==> src/rtl/axis_pkt_gen.sv <==
// AXI4-Stream packet generator: fixed-length packets carrying word = seed + global beat index.
// Define AXIS_PKT_GEN_GAP_EN to build the inter-packet idle gap (GAP state, gap_cycles counter).
module axis_pkt_gen #(
    parameter int unsigned DWIDTH  = 512,
    parameter int unsigned KWIDTH  = 64,
    parameter int unsigned UWIDTH  = 32,
    parameter int unsigned MAX_LEN = 256,
    parameter int unsigned LW      = $clog2(MAX_LEN + 1)
) (
    input  logic              aclk,
    input  logic              aresetn,
    input  logic              start,
    input  logic              stop,
    input  logic [LW-1:0]     pkt_len,
    input  logic [15:0]       pkt_num,
    input  logic [31:0]       seed,
    input  logic [KWIDTH-1:0] last_keep,
    input  logic [UWIDTH-1:0] user_in,
    input  logic [7:0]        gap_cycles,
    output logic [DWIDTH-1:0] ddata,
    output logic [KWIDTH-1:0] dkeep,
    output logic [UWIDTH-1:0] duser,
    output logic              dlast,
    output logic              dvalid,
    input  logic              dready,
    output logic              busy,
    output logic              done,
    output logic              err,
    output logic [15:0]       pkt_cnt
);

    localparam int unsigned NW = DWIDTH / 32;

`ifdef AXIS_PKT_GEN_GAP_EN
    typedef enum logic [1:0] {IDLE = 2'd0, SEND = 2'd1, GAP = 2'd2, FINISH = 2'd3} state_t;
`else
    typedef enum logic [1:0] {IDLE = 2'd0, SEND = 2'd1, FINISH = 2'd3} state_t;
`endif

    state_t            state;
    logic [LW-1:0]     len_q;
    logic [15:0]       num_q;
    logic [31:0]       seed_q;
    logic [KWIDTH-1:0] keep_q;
    logic [UWIDTH-1:0] user_q;
    logic [31:0]       beat_idx;
    logic [LW-1:0]     beat_pos;
    logic              stop_pend;

    logic [31:0] word;
    logic        beat_last;
    logic        pkt_end;
    logic        last_pkt;
    logic        stop_any;
    logic        gap_go;
    logic        leave_send;
    logic        load_beat;

`ifdef AXIS_PKT_GEN_GAP_EN
    logic [7:0] gap_q;
    logic [7:0] gap_cnt;
    assign gap_go = (gap_q != 8'd0);
`else
    logic unused_gap;
    assign unused_gap = ^gap_cycles;
    assign gap_go     = 1'b0;
`endif

    // beat_idx/beat_pos always describe the next beat to be placed on the bus
    assign word       = seed_q + beat_idx;
    assign beat_last  = (beat_pos == len_q - LW'(1));
    assign pkt_end    = dvalid & dready & dlast;
    assign last_pkt   = ((pkt_cnt + 16'd1) == num_q);
    assign stop_any   = stop_pend | stop;
    assign leave_send = last_pkt | stop_any | gap_go;

    always_comb begin
        load_beat = 1'b0;
        case (state)
            SEND:    load_beat = (!dvalid || dready) && !(pkt_end && leave_send);
`ifdef AXIS_PKT_GEN_GAP_EN
            // last gap cycle presents the next beat so the idle run is exactly gap_cycles long
            GAP:     load_beat = (gap_cnt == 8'd1) && !stop_any;
`endif
            default: load_beat = 1'b0;
        endcase
    end

    always_ff @(posedge aclk or negedge aresetn) begin
        if (!aresetn) begin
            state     <= IDLE;
            len_q     <= '0;
            num_q     <= '0;
            seed_q    <= '0;
            keep_q    <= '0;
            user_q    <= '0;
            beat_idx  <= '0;
            beat_pos  <= '0;
            stop_pend <= 1'b0;
            ddata     <= '0;
            dkeep     <= '0;
            duser     <= '0;
            dlast     <= 1'b0;
            dvalid    <= 1'b0;
            busy      <= 1'b0;
            done      <= 1'b0;
            err       <= 1'b0;
            pkt_cnt   <= '0;
`ifdef AXIS_PKT_GEN_GAP_EN
            gap_q     <= '0;
            gap_cnt   <= '0;
`endif
        end else begin
            done <= 1'b0;
            err  <= 1'b0;
            case (state)
                IDLE: begin
                    if (start) begin
                        if (pkt_len == '0 || pkt_len > LW'(MAX_LEN)) begin
                            err <= 1'b1;
                        end else if (pkt_num == 16'd0) begin
                            state <= FINISH;
                            busy  <= 1'b1;
                        end else begin
                            len_q     <= pkt_len;
                            num_q     <= pkt_num;
                            seed_q    <= seed;
                            keep_q    <= last_keep;
                            user_q    <= user_in;
`ifdef AXIS_PKT_GEN_GAP_EN
                            gap_q     <= gap_cycles;
`endif
                            pkt_cnt   <= '0;
                            beat_idx  <= '0;
                            beat_pos  <= '0;
                            stop_pend <= 1'b0;
                            state     <= SEND;
                            busy      <= 1'b1;
                        end
                    end
                end
                SEND: begin
                    if (stop) stop_pend <= 1'b1;
                    if (pkt_end) begin
                        pkt_cnt <= pkt_cnt + 16'd1;
                        if (last_pkt || stop_any) begin
                            state  <= FINISH;
                            dvalid <= 1'b0;
                            dlast  <= 1'b0;
                        end
`ifdef AXIS_PKT_GEN_GAP_EN
                        else if (gap_go) begin
                            state   <= GAP;
                            gap_cnt <= gap_q;
                            dvalid  <= 1'b0;
                            dlast   <= 1'b0;
                        end
`endif
                    end
                end
`ifdef AXIS_PKT_GEN_GAP_EN
                GAP: begin
                    if (stop) stop_pend <= 1'b1;
                    if (gap_cnt == 8'd1) begin
                        state <= stop_any ? FINISH : SEND;
                    end else begin
                        gap_cnt <= gap_cnt - 8'd1;
                    end
                end
`endif
                FINISH: begin
                    done      <= 1'b1;
                    busy      <= 1'b0;
                    stop_pend <= 1'b0;
                    state     <= IDLE;
                end
                default: state <= IDLE;
            endcase

            if (load_beat) begin
                ddata    <= {NW{word}};
                dkeep    <= beat_last ? keep_q : '1;
                duser    <= beat_last ? user_q : '0;
                dlast    <= beat_last;
                dvalid   <= 1'b1;
                beat_idx <= beat_idx + 32'd1;
                beat_pos <= beat_last ? '0 : beat_pos + LW'(1);
            end
        end
    end

endmodule

==> config.mk <==
export PLATFORM = sky130hd
export DESIGN_NAME = axis_pkt_gen
export DESIGN_NICKNAME = d
export VERILOG_FILES = /design/src/rtl/axis_pkt_gen.sv
export SDC_FILE = /design/constraint.sdc
export NUM_CORES = 1
export LEC_CHECK = 0
export ABC_AREA = 1
export CAP_MARGIN = 15
export CORE_AREA = 2 2 307 309
export CTS_CLUSTER_DIAMETER = 120
export CTS_CLUSTER_SIZE = 25
export DETAILED_ROUTE_END_ITERATION = 8
export DIE_AREA = 0 0 309 311
export GPL_TIMING_DRIVEN = 0
export HOLD_SLACK_MARGIN = 0.12
export PLACE_DENSITY = 0.46
export SLEW_MARGIN = 20
export SYNTH_ARGS = -nofsm -noshare
export SYNTH_HDL_FRONTEND = slang
export SYNTH_SLANG_ARGS = --single-unit
==> constraint.sdc <==
create_clock -name aclk -period 7.53 [get_ports aclk]
set_clock_uncertainty 0.15 [all_clocks]
set_input_delay 2.259 -clock aclk [delete_from_list [all_inputs] [get_ports aclk]]
set_output_delay 2.259 -clock aclk [all_outputs]
set_load 0.01 [all_outputs]
==> results.py, run 1 <==
metrics = {
    "clock_tree": {
        "clock-root-buffer": "clkbuf_16",
        "postCtsSetupRepairBufs": 0,
        "clk_latency_ns": 0.56,
        "htree_levels": 1,
        "cts.sink_count": 346,
        "numCtsBuffers": 18,
        "ctsHoldBuffers": 0,
        "clockBufferDepth": 3,
        "tritoncts": "built",
        "ctsResizeCount": 0,
        "clk_pin_slew_worst_paths_ns": 0.10,
    },
    "place": {
        "placed_area_sq_mm": 0.0300,
        "portBuffers": 786,
        "dp_slack_ns": 1.03,
        "hpwl_mm": 58.3,
        "gp_congestion": 0.848,
    },
    "floorplan": {
        "die_h_microns": 311,
        "fp.dieW_microns": 309,
        "fp.coreArea_sq_mm": 0.0928,
        "pin_count": 795,
        "start_util": 0.221,
        "rows": 112,
        "die_area_sq_mm": 0.0961,
    },
    "yosys": {
        "synth.top_cell.area_share": 0.423,
        "yosysTopAreaCell": "dfrtp_1",
        "synthTopCellsByArea": "dfrtp_1 42%, buf_4 18%, nand2_1 7.5%",
        "ys_seq_area_frac": 0.423,
        "async_flop_share": 1.00,
        "syn_area_sq_mm": 0.0205,
        "synth_most_common_cell": "buf_4",
        "synthFlopType": "dfrtp_1",
        "synth_area_per_cell_sq_um": 8.92,
        "synth_common_cells": "489 x buf_4, 408 x nand2_1, 346 x dfrtp_1",
        "synthDistinctLibCells": 42,
        "synth_edf_count": 0,
        "synth.net_count": 2498,
        "synth_seq_cells": 346,
        "netlist_instances": 2296,
        "ys_warn_count": 0,
    },
    "sta": {
        "fin_ws_ns": 1.80,
        "slew_viol_final": 0,
        "rsz0062_at_grt": "false",
        "worst_slew_pin_slew_ns": 1.10,
        "final.setup.tns_ns": 0,
        "max_freq_mhz": 174,
        "timing.final.crit_share": 0.762,
        "layout_min_cycle_time_ns": 5.73,
        "finalSetupViolations": 0,
        "hold_violations": 0,
        "relSlewSlack": 0.267,
    },
    "finish": {
        "drive_above_1_share": 0.224,
        "fillers": 9862,
        "nNetsFinal": 3308,
        "fin_area_sq_mm": 0.0306,
        "fin_util": 0.330,
        "syn_to_final_growth_pct": 49.3,
    },
    "power": {
        "peakVddDrop_uv": 158,
        "powerDensity_mw_per_mm2": 386,
        "swShare": 0.378,
        "p_switching_uw": 4450,
        "p_leak_uw": 0.0140,
        "p_int_uw": 7340,
        "clkPwrFrac": 0.098,
        "pwr-share-comb": 0.605,
        "total_power_uw": 11800,
        "share_seq_of_total_power": 0.296,
    },
    "setup_path": {
        "worstPathArrival_ns": 6.03,
        "crit_type": "input port to flip-flop",
        "reg2reg_setup_slack_ns": 4.09,
        "critical-path-top-delay-family": "buffers and inverters",
        "worstPathMaxFanout": 10,
        "worst-path-buf-inv": 3,
        "reg2reg_depth": 7,
        "cp.required_ns": 7.82,
        "slowest_stage": "clkbuf_1",
        "crit_path_start_kind": "input port",
        "setup.worst_path.end_class": "flip-flop",
        "worstPathCellList": "clkdlybuf4s50_1, nor4_1, nand4_1, nand4_1, clkbuf_1, clkbuf_1, mux2_2",
        "cpPeakStageDelay_ns": 0.86,
        "crit_cells": 7,
    },
    "grt": {
        "grt_remaining_overflow": 0,
        "antenna_found_initial": 15,
        "grt_pass1_vias": 16800,
        "grt_max_degree": 89,
        "grt_pass1_wl_mm": 109,
        "grtUsageTotal": 0.148,
    },
    "run_status": {
        "status": "finished, final reports clean",
    },
    "drt": {
        "first_iter_violations": 776,
        "detail_route.wirelength_mm": 74.4,
        "viasPerCell": 3.94,
        "ant_nets": 0,
        "drc": 0,
        "vias": 17200,
        "detail_route.first_pass.iterations": 5,
        "wire_per_inst_microns": 17.0,
    },
    "min_path": {
        "hold_depth": 2,
        "hold_path_class": "flip-flop to flip-flop",
    },
    "run": {
        "cap_viol_max_count": 0,
    },
}
-- path summary, 6_finish.rpt --
kind                                  startpoint                      end
max reg2reg                 state[1]$_DFFE_PN0P_  pkt_cnt[13]$_DFFE_PN0P_
min in group asynchronous                aresetn   user_q[24]$_DFFE_PN0P_
max                                   pkt_num[1]   seed_q[26]$_DFFE_PN0P_
min                        dkeep[32]$_DFFE_PN0P_    dkeep[32]$_DFFE_PN0P_
max in group asynchronous                aresetn   ddata[488]$_DFFE_PN0P_
min reg2reg                dkeep[32]$_DFFE_PN0P_    dkeep[32]$_DFFE_PN0P_
-- metal layers --
metal,part of all wire,wire length [microns],vias up,track usage
met5,0.0016,121,-,0
met4,0.018,1340,16,0.0282
met3,0.073,5460,61,0.0381
met2,0.52,38700,496,0.282
met1,0.39,28800,7976,0.164
li1,-,-,8657,-
-- power by group through the flow --
stage,logic (uW),clock network [uW],registers [uW]
floorplan,3700,0,3340
global placement,7270,0,3570
detailed placement,7280,0,3580
CTS,7290,1240,3540
global route,7740,1290,3650
finish,7140,1160,3490
-- cells by family (layout without fill, tap and decap cells) --
group,count (synthesis),count (layout),share of synthesized area
fa+ha+maj,36,36,0.0224
compound gates,251,251,0.0649
flops,346,346,0.423
mux,136,136,0.0748
buf+inv,675,1489,0.219
simple gates,783,783,0.166
xor+xnor,69,69,0.0303
other cells,0,6,0
-- through the flow --
stage	hold WS [ns]	cells
6_report	0.345	4370
5_1_grt	0.370	4366
4_1_cts	0.350	4364
3_5_place_dp	0.322	4340
3_3_place_gp	0.316	4336
2_1_floorplan	0.303	2296
-- worst register-to-register path, stage by stage (launching register included) --
cell and delay [ns]:
dfrtp_1 0.43, nor2_1 0.15, inv_1 0.11, nor2_2 0.44
clkinv_1 0.52, a22oi_1 0.77, clkbuf_1 0.57, o21ai_0 0.17
-- registers in the layout, indices dropped and copies added (netlist names) --
register	flops
dkeep	64
keep_q	64
beat_idx	32
ddata	32
duser	32
seed_q	32
user_q	32
num_q	16
pkt_cnt	16
beat_pos	9
len_q	9
state	2
busy	1
dlast	1
done	1
dvalid	1
err	1
stop_pend	1
-- layout by cell type (no fill, tap or decap), drive strengths merged --
| master | n |
|---|---|
| ha | 35 |
| a31oi | 5 |
| mux2 | 136 |
| nand4 | 45 |
| nor4 | 11 |
| o22ai | 8 |
| clkinv | 4 |
| or2 | 4 |
| xnor2 | 31 |
| clkbuf | 58 |
| nand3 | 118 |
| buf | 524 |
| inv | 118 |
| fa | 1 |
| o211ai | 1 |
| a22oi | 1 |
| a21oi | 44 |
| nand3b | 22 |
| dfrtp | 346 |
| a21o | 4 |
| and3 | 2 |
| nand2 | 412 |
| a21boi | 2 |
| a31o | 1 |
| o21ai | 174 |
| nor2 | 154 |
| o21bai | 7 |
| diode | 6 |
| o31ai | 2 |
| xor3 | 1 |
| clkdlybuf4s50 | 785 |
| a22o | 1 |
| xor2 | 37 |
| a32o | 1 |
| nor3 | 15 |
-- cell type report --
type | count | area, sq um | area share
antenna | 6 | 15.0 | 0.000491
buffer | 556 | 4030 | 0.132
clock buffer | 21 | 503 | 0.0165
clock inverter | 3 | 30.0 | 0.000982
inverter | 119 | 447 | 0.0146
multi-input combinational | 1275 | 7330 | 0.240
sequential | 346 | 8660 | 0.283
tap | 1254 | 1570 | 0.0513
timing repair buffer | 790 | 7980 | 0.261
Power figures use the tool's default switching activity.
==> run 2, diff against run 1 <==
--- a/config.mk
+++ b/config.mk
@@ -7,11 +7,11 @@
 export LEC_CHECK = 0
 export ABC_AREA = 1
 export CAP_MARGIN = 15
-export CORE_AREA = 2 2 307 309
+export CORE_AREA = 2 2 308 310
 export CTS_CLUSTER_DIAMETER = 120
 export CTS_CLUSTER_SIZE = 25
 export DETAILED_ROUTE_END_ITERATION = 8
-export DIE_AREA = 0 0 309 311
+export DIE_AREA = 0 0 310 312
 export GPL_TIMING_DRIVEN = 0
 export HOLD_SLACK_MARGIN = 0.12
 export PLACE_DENSITY = 0.46
==> constraint.sdc (replaced) <==
create_clock -name aclk -period 5.43 [get_ports aclk]
set_clock_uncertainty 0.15 [all_clocks]
set_input_delay 1.629 -clock aclk [delete_from_list [all_inputs] [get_ports aclk]]
set_output_delay 1.629 -clock aclk [all_outputs]
set_load 0.01 [all_outputs]
==> run 2 against run 1 <==
  * Critical path depth unchanged
  * First-iteration DRC count increased by 2.4%
  * Clock power increased by 41%
  * Highest routed layer unchanged
  * Largest cell class unchanged
  * Hold slack about the same
  * Combinational power rose by 39%
  * Flip-flop and latch count unchanged
  * Non-clock buffer count stayed put
==> results.py, run 2 (same netlist as run 1, synthesis figures left out) <==
metrics = {
    "finish": {
        "drive_above_1_share": 0.223,
        "top_regs": "dkeep x64, keep_q x64",
        "final_cell_mix": "785 x clkdlybuf4s50_1, 489 x buf_4, 408 x nand2_1, 346 x dfrtp_1, 148 x nor2_1",
        "nNetsFinal": 3308,
        "fin_util": 0.328,
        "final_common_cell": "clkdlybuf4s50_1",
        "fillers": 9893,
        "syn_to_final_growth_pct": 49.3,
    },
    "power": {
        "p_leak_uw": 0.0140,
        "powerDensity_mw_per_mm2": 535,
        "total_power_uw": 16400,
        "peakVddDrop_uv": 205,
    },
    "sta": {
        "layout_min_cycle_time_ns": 4.97,
        "timing.final.crit_share": 0.916,
        "finalSetupViolations": 0,
        "relSlewSlack": 0.322,
        "fin_ws_ns": 0.456,
        "final.setup.tns_ns": 0,
        "rsz0062_at_grt": "false",
        "worst_slew_pin_slew_ns": 1.02,
        "max_freq_mhz": 201,
        "hold_ws_ns": 0.345,
        "slew_viol_final": 0,
        "hold_violations": 0,
    },
    "clock_tree": {
        "postCtsSetupRepairBufs": 0,
        "cts.sink_count": 346,
        "numCtsBuffers": 18,
        "ctsHoldBuffers": 0,
        "clk_pin_slew_worst_paths_ns": 0.11,
        "ctsResizeCount": 0,
        "clock-root-buffer": "clkbuf_16",
        "htree_levels": 1,
        "clk_latency_ns": 0.58,
        "tritoncts": "built",
        "clockBufferDepth": 3,
    },
    "place": {
        "dp_slack_ns": -0.424,
        "gp_congestion": 0.867,
        "portBuffers": 786,
        "hpwl_mm": 58.8,
    },
    "setup_path": {
        "worstPathMaxFanout": 10,
        "crit_path_start_kind": "input port",
        "setup.worst_path.end_class": "flip-flop",
        "crit_type": "input port to flip-flop",
        "worstPathArrival_ns": 5.26,
        "cp.required_ns": 5.72,
    },
    "grt": {
        "grt_pass1_vias": 16700,
        "grt_remaining_overflow": 0,
        "grtUsageTotal": 0.147,
        "antenna_found_initial": 10,
        "grt_max_degree": 88,
        "grt_pass1_wl_mm": 109,
    },
    "floorplan": {
        "die_area_sq_mm": 0.0967,
        "start_util": 0.220,
        "fp.coreArea_sq_mm": 0.0930,
        "rows": 112,
        "die_h_microns": 312,
        "fp.dieW_microns": 310,
        "pin_count": 795,
    },
    "run_status": {
        "status": "finished, final reports clean",
    },
    "run": {
        "cap_viol_max_count": 0,
    },
    "drt": {
        "detail_route.wirelength_mm": 74.4,
        "wire_per_inst_microns": 17.0,
        "ant_nets": 0,
        "detail_route.first_pass.iterations": 5,
        "vias": 17100,
        "viasPerCell": 3.92,
        "drc": 0,
        "first_iter_violations": 795,
    },
    "min_path": {
        "hold_path_class": "flip-flop to flip-flop",
    },
}
run 2: cell types whose count changed in the layout (fill, tap and decap cells not counted):
| cell | before | now |
|---|---|---|
| bufinv_16 | 0 | 1 |
| clkbuf_1 | 36 | 38 |
| clkbuf_8 | 2 | 0 |
| clkinv_2 | 1 | 0 |
| clkinv_4 | 1 | 0 |
| diode_2 | 6 | 1 |
| inv_6 | 0 | 1 |
run 2: worst max-delay path, stage by stage:
cell and delay, ns:
clkdlybuf4s50_1 0.43, nor4_1 0.53, nand4_1 0.32, nand4_1 0.40, clkbuf_1 0.76, clkbuf_1 0.76
mux2_2 0.41
run 2: final timing paths:
| path | from | end | slack (ns) | cells past startpoint |
|---|---|---|---|---|
| worst min register to register | duser[5]$_DFFE_PN0P_ | duser[5]$_DFFE_PN0P_ | 0.35 | 2 |
| worst max register to register | pkt_cnt[0]$_DFFE_PN0P_ | ddata[483]$_DFFE_PN0P_ | 2.11 | 16 |
| worst max-delay path | pkt_num[1] | seed_q[26]$_DFFE_PN0P_ | 0.46 | 7 |
| min in group asynchronous | aresetn | user_q[23]$_DFFE_PN0P_ | 0.80 | 1 |
| worst min-delay path | duser[5]$_DFFE_PN0P_ | duser[5]$_DFFE_PN0P_ | 0.35 | 2 |
| max in group asynchronous | aresetn | ddata[498]$_DFFE_PN0P_ | 3.14 | 3 |
run 2: cell type report:
type / instances / area, sq um / share of cell area
buffer: 556 / 4030 / 0.132
inverter: 119 / 447 / 0.0146
tap: 1254 / 1570 / 0.0513
antenna: 1 / 2.50 / 0.0000819
clock inverter: 3 / 55.1 / 0.00180
clock buffer: 21 / 483 / 0.0158
multi-input combinational: 1275 / 7330 / 0.240
sequential: 346 / 8660 / 0.283
timing repair buffer: 790 / 7980 / 0.261
run 2: metal layers:
layer	global-route usage	vias up	wire, microns
met4	0.0269	18	1270
li1	-	8633	-
met2	0.281	431	39400
met1	0.162	7946	28400
met5	0	-	111
met3	0.0377	65	5240
run 2: through the flow:
step	area, sq um	cells
floorplan	20500	2296
global placement	29900	4336
detailed placement	30000	4340
CTS	30600	4364
global route	30600	4365
finish	30600	4365
run 2: power breakdown:
group / leakage (uW) / switching [uW] / internal (uW)
sequential: 0.00435 / 1220 / 3600
combinational: 0.00938 / 3990 / 5900
clock: 0.000262 / 942 / 697
